--- src/rtl/serial_frame_rx_if.sv ---
// Serial receiver bundle: line in, recovered word and strobes out.
interface serial_frame_rx_if #(
  parameter int M = 5
);
  logic         bit_in;
  logic [M-1:0] data_out;
  logic         data_valid;
  logic         frame_err;
  logic         busy;

  modport master (output bit_in, input data_out, data_valid, frame_err, busy);
  modport slave  (input bit_in, output data_out, data_valid, frame_err, busy);
endinterface

--- src/rtl/serial_frame_rx.sv ---
// Start/data/stop frame receiver for an idle-high line that is synchronous to clk.
// Detects the start bit, re-checks it, samples M bits LSB-first, checks the stop
// bit, and emits a one-cycle data_valid or frame_err strobe.
module serial_frame_rx #(
  parameter int M            = 5,
  parameter int CLKS_PER_BIT = 4
) (
  input logic              clk,
  input logic              reset,
  serial_frame_rx_if.slave rx
);

  localparam int HALF  = CLKS_PER_BIT / 2;
  localparam int CNT_W = (CLKS_PER_BIT > 1) ? $clog2(CLKS_PER_BIT) : 1;
  localparam int IDX_W = (M > 1) ? $clog2(M) : 1;

  localparam logic [CNT_W-1:0] CNT_HALF = CNT_W'(HALF);
  localparam logic [CNT_W-1:0] CNT_LAST = CNT_W'(CLKS_PER_BIT - 1);
  localparam logic [IDX_W-1:0] IDX_LAST = IDX_W'(M - 1);

  typedef enum logic [2:0] {
    S_IDLE,
    S_START,
    S_DATA,
    S_STOP,
    S_BREAK
  } state_t;

  state_t           state_q, state_d;
  logic [CNT_W-1:0] cnt_q, cnt_d;
  logic [IDX_W-1:0] idx_q, idx_d;
  logic [M-1:0]     sh_q, sh_d;
  logic [M-1:0]     data_q, data_d;
  logic             dv_q, dv_d;
  logic             fe_q, fe_d;

  // Shift a new bit in at the MSB end; written as a loop so M==1 elaborates.
  function automatic logic [M-1:0] shift_in(input logic [M-1:0] sh, input logic b);
    logic [M-1:0] r;
    r = sh;
    for (int i = 0; i < M - 1; i++) begin
      r[i] = sh[i+1];
    end
    r[M-1] = b;
    return r;
  endfunction

  // Next-state and datapath updates; strobes default low so they last one cycle.
  always_comb begin
    state_d = state_q;
    cnt_d   = cnt_q;
    idx_d   = idx_q;
    sh_d    = sh_q;
    data_d  = data_q;
    dv_d    = 1'b0;
    fe_d    = 1'b0;
    unique case (state_q)
      S_IDLE: begin
        if (!rx.bit_in) begin
          state_d = S_START;
          cnt_d   = '0;
        end
      end
      S_START: begin
        cnt_d = cnt_q + 1'b1;
        if (cnt_q == CNT_HALF) begin
          cnt_d = '0;
          if (!rx.bit_in) begin
            state_d = S_DATA;
            idx_d   = '0;
          end else begin
            state_d = S_IDLE;  // false start: line went back high
          end
        end
      end
      S_DATA: begin
        cnt_d = cnt_q + 1'b1;
        if (cnt_q == CNT_LAST) begin
          cnt_d = '0;
          sh_d  = shift_in(sh_q, rx.bit_in);
          if (idx_q == IDX_LAST) begin
            state_d = S_STOP;
          end else begin
            idx_d = idx_q + 1'b1;
          end
        end
      end
      S_STOP: begin
        cnt_d = cnt_q + 1'b1;
        if (cnt_q == CNT_LAST) begin
          cnt_d = '0;
          if (rx.bit_in) begin
            data_d  = sh_q;
            dv_d    = 1'b1;
            state_d = S_IDLE;
          end else begin
            fe_d    = 1'b1;
            state_d = S_BREAK;
          end
        end
      end
      S_BREAK: begin
        // Hold off new starts until the line has returned high.
        if (rx.bit_in) begin
          state_d = S_IDLE;
        end
      end
      default: state_d = S_IDLE;
    endcase
  end

  // State and datapath registers; reset discards any partial frame.
  always_ff @(posedge clk) begin
    if (reset) begin
      state_q <= S_IDLE;
      cnt_q   <= '0;
      idx_q   <= '0;
      sh_q    <= '0;
      data_q  <= '0;
      dv_q    <= 1'b0;
      fe_q    <= 1'b0;
    end else begin
      state_q <= state_d;
      cnt_q   <= cnt_d;
      idx_q   <= idx_d;
      sh_q    <= sh_d;
      data_q  <= data_d;
      dv_q    <= dv_d;
      fe_q    <= fe_d;
    end
  end

  assign rx.data_out   = data_q;
  assign rx.data_valid = dv_q;
  assign rx.frame_err  = fe_q;
  assign rx.busy       = (state_q != S_IDLE);

endmodule

--- src/flat_wrapper.sv ---
// flat-port wrapper written by rule: the top's interface ports become plain ports
module serial_frame_rx_flat 
#(
  parameter int M            = 5,
  parameter int CLKS_PER_BIT = 4
)
  (clk, reset, rx_bit_in, rx_data_out, rx_data_valid, rx_frame_err, rx_busy);
  serial_frame_rx_if #(.M(M)) rx_i ();
  input logic clk;
  input logic reset;
  input wire logic [$bits(rx_i.bit_in)-1:0] rx_bit_in;
  output wire logic [$bits(rx_i.data_out)-1:0] rx_data_out;
  output wire logic [$bits(rx_i.data_valid)-1:0] rx_data_valid;
  output wire logic [$bits(rx_i.frame_err)-1:0] rx_frame_err;
  output wire logic [$bits(rx_i.busy)-1:0] rx_busy;
  assign rx_i.bit_in = rx_bit_in;
  assign rx_data_out = rx_i.data_out;
  assign rx_data_valid = rx_i.data_valid;
  assign rx_frame_err = rx_i.frame_err;
  assign rx_busy = rx_i.busy;
  serial_frame_rx #(.M(M), .CLKS_PER_BIT(CLKS_PER_BIT)) u_core (.clk(clk), .reset(reset), .rx(rx_i));
endmodule
--- config.mk ---
export PLATFORM = sky130hd
export DESIGN_NAME = serial_frame_rx_flat
export DESIGN_NICKNAME = d
export VERILOG_FILES = /design/src/rtl/serial_frame_rx_if.sv /design/src/rtl/serial_frame_rx.sv /design/src/flat_wrapper.sv
export SDC_FILE = /design/constraint.sdc
export NUM_CORES = 1
export LEC_CHECK = 0
export CAP_MARGIN = 20
export CELL_PAD_IN_SITES_DETAIL_PLACEMENT = 0
export CELL_PAD_IN_SITES_GLOBAL_PLACEMENT = 1
export CORE_MARGIN = 4
export CORE_UTILIZATION = 45
export CTS_CLUSTER_SIZE = 16
export DETAILED_ROUTE_END_ITERATION = 16
export DONT_BUFFER_PORTS = 1
export PLACE_DENSITY = 0.84
export SLEW_MARGIN = 20
export SYNTH_ARGS = -nofsm -noshare
export SYNTH_HDL_FRONTEND = slang
export SYNTH_SLANG_ARGS = --single-unit
--- constraint.sdc ---
create_clock -name clk -period 2.45 [get_ports clk]
set_clock_uncertainty 0.15 [all_clocks]
set_input_delay 0.1225 -clock clk [delete_from_list [all_inputs] [get_ports clk]]
set_output_delay 0.1225 -clock clk [all_outputs]
set_load 0.1 [all_outputs]
==> flow_summary.toml <==
[sta]
fmax_ghz = 0.472
setup_tns_ps = 0
worst_pin_slew_ps = 944
grt_setup_unrepaired = "no"
setup_violations = 0
fin_crit_ps = 2120
hold_viol_final = 0
relSlewSlack_pct = 37.0
slew_viol_final = 0
finalCritPeriodShare_pct = 86.5
worst_hold_slack_ps = 204

[place]
dpl-instance-area_um2 = 1060
placed_cells = 136
io_buffers = 0
hpwl_um = 1300
place.gp.congestion = 0.783

[pwr]
irDropWorstVdd_mv = 0.555
leakagePower_nw = 0.498
p_per_area_nw_per_um2 = 836
p_total_w = 0.000957

[setup_path]
crit_slowest_cell = "dfxtp_1"
path_max_fanout = 13
r2r-start = "u_core.state_q[1]"
crit_type = "flop to flop"
worst-path-buf-inv = 1
end_kind = "flop"
cpPeakStageDelay_ps = 620
reg2reg_slack_ps = 330
ff2ff_path_depth = 5
crit_chain = "nor2_1 > a21oi_2 > nor2_1 > a211oi_1 > dlygate4sd3_1"
cp.required_ps = 2550
cpMostUsedCell = "nor2_1"
critical_path.top_delay_family = "flip-flops"
crit_arrival_ps = 2220
startpoint_type = "flop"
reg2reg_to = "u_core.cnt_q[0]"

[cts]
tritoncts = "built"
cts_resized = 0
htree_levels = 1
cts_buffer_depth = 2
clkSinkCount = 20
clk_latency_ps = 300
path_clk_slew_ps = 110
cts_buffers = 3
cts-root-buf = "clkbuf_4"
post_cts_buffers = 0

[layout]
layoutNonFillerInstCount = 143
n_antenna_cell = 0
drive_gt1_share_pct = 15.7
nets = 125
area_growth_pct = 11.3
final_cell_mix = "dfxtp_1, nor2_1, mux2i_1"
final_common_cell = "dfxtp_1"
design_area_um2 = 1140

[run_status]
run_status = "complete, no violations"

[die]
ios = 11
core_um2 = 2190
die_w_um = 55.8
start_util_pct = 46.9
die-area_um2 = 3110
fp.dieH_um = 55.8
row_count = 17

[synthesis]
synth_cell_types = 32
ys_seq_elements = 20
ys_async_sr_fraction_pct = 0
syn_area_um2 = 1030
avgSynthCellArea_um2 = 9.52
ys_warn_count = 0
synth_ff_type = "dfxtp_1"
synth_nets = 117
synthCells = 108
synth-edff-count = 0
ys_seq_area_share_pct = 38.9

[grt]
grt_pass1_vias = 751
grtUsageTotal_pct = 13.5
grt_overflow = 0
antenna_found_initial = 0
grt_max_degree = 23
grt_pass1_wl_um = 3310

[hold_path]
hold_start = "rx_bit_in"
whs_endpoint = "u_core.state_q[0]"
hold_class = "primary input to flop"
min_path_cells = 4

[detailed_routing]
finalWirelength_um = 1840
drtPass1Iterations = 4
vias = 765
drc = 0
ant_nets = 0
routed_via_density = 5.35
drtIter0Drc = 17
wl_per_cell_um = 12.8

[job]
drv_cap = 0
## stage by stage
step	utilization [%]	setup WS, ps
2_1_floorplan	-	790
3_3_place_gp	48.5	635
3_5_place_dp	48.5	602
4_1_cts	52.3	370
5_1_grt	52.3	124
6_report	52.3	330
## tightest hold or removal path, stage by stage
cell and delay (ps):
nor4b_1 30, a211oi_2 270, o2111ai_1 130, o21ai_0 80
## metal layers
metal	up-vias	GRT usage (%)	part of all wire [%]	wire, µm
li1	387	-	-	-
met1	360	17.9	48	888
met2	14	18.8	45	818
met3	4	3.48	4.7	86
met4	0	9.72	2.4	44
met5	-	0	0	0
## worst max-delay path by stage
stage	startpoint	end	slack [ps]	cells after the start
6_report	u_core.state_q[1]	u_core.cnt_q[0]	330	5
5_1_grt	u_core.state_q[1]	u_core.cnt_q[0]	120	5
4_1_cts	u_core.state_q[1]	u_core.cnt_q[0]	370	5
3_5_place_dp	u_core.state_q[0]	u_core.idx_q[1]	600	4
3_3_place_gp	u_core.state_q[0]	u_core.idx_q[1]	630	4
2_1_floorplan	u_core.idx_q[0]	u_core.idx_q[1]	790	6
## cell usage after synthesis, types with 2 or more instances
library cell   n  area share, %
dfxtp_1       20             39
nor2_1        19            6.9
mux2i_1       10            9.7
nand2_1        9            3.3
inv_1          8            2.9
ha_1           6            7.3
a211oi_1       3            2.2
a32oi_1        3            2.6
buf_6          3            3.3
buf_1          2           0.73
mux2_2         2            2.2
nor3_1         2           0.97
nor4b_1        2            1.7
## where the power goes
part           total, W  internal [W]  switching [W]
clock          0.000265      0.000165       0.000100
combinational  0.000299      0.000115       0.000184
sequential     0.000393      0.000345      0.0000474
total          0.000957      0.000626       0.000331
## kinds of logic (layout without fill, tap and decap cells)
kind of cell,count (synthesis),count (layout),share of synthesized area (%)
and+or+nand+nor,40,40,21.4
DFF,20,20,38.9
AOI/OAI and AO/OA,16,16,13.0
buffers and inverters,14,21,7.42
muxes,12,12,11.9
adders and majority gates,6,6,7.30
## final cells by class
cell class	instances	area (µm²)
fillers	196	1050
repair buffers	9	75.1
flip-flops and latches	20	400
inverters	8	30.0
well taps	28	35.0
multi-input cells	74	552
clock buffers	3	22.5
clock inverters	1	30.0
## sequential cells by signal, summed over array words and instances, names as in the netlist
name	count
u_core.sh_q	5
u_core.idx_q	3
u_core.cnt_q	2
u_core.rx.data_valid	1
u_core.rx.frame_err	1
u_core.state_q	3
u_core.rx.data_out	5
## what timing repair did
item | in CTS | in global routing
endpoints found under the setup margin | 0 | 0
endpoints found under the hold margin | 20 | 0
hold buffers | 3 | 0
Power figures use the tool's default switching activity.
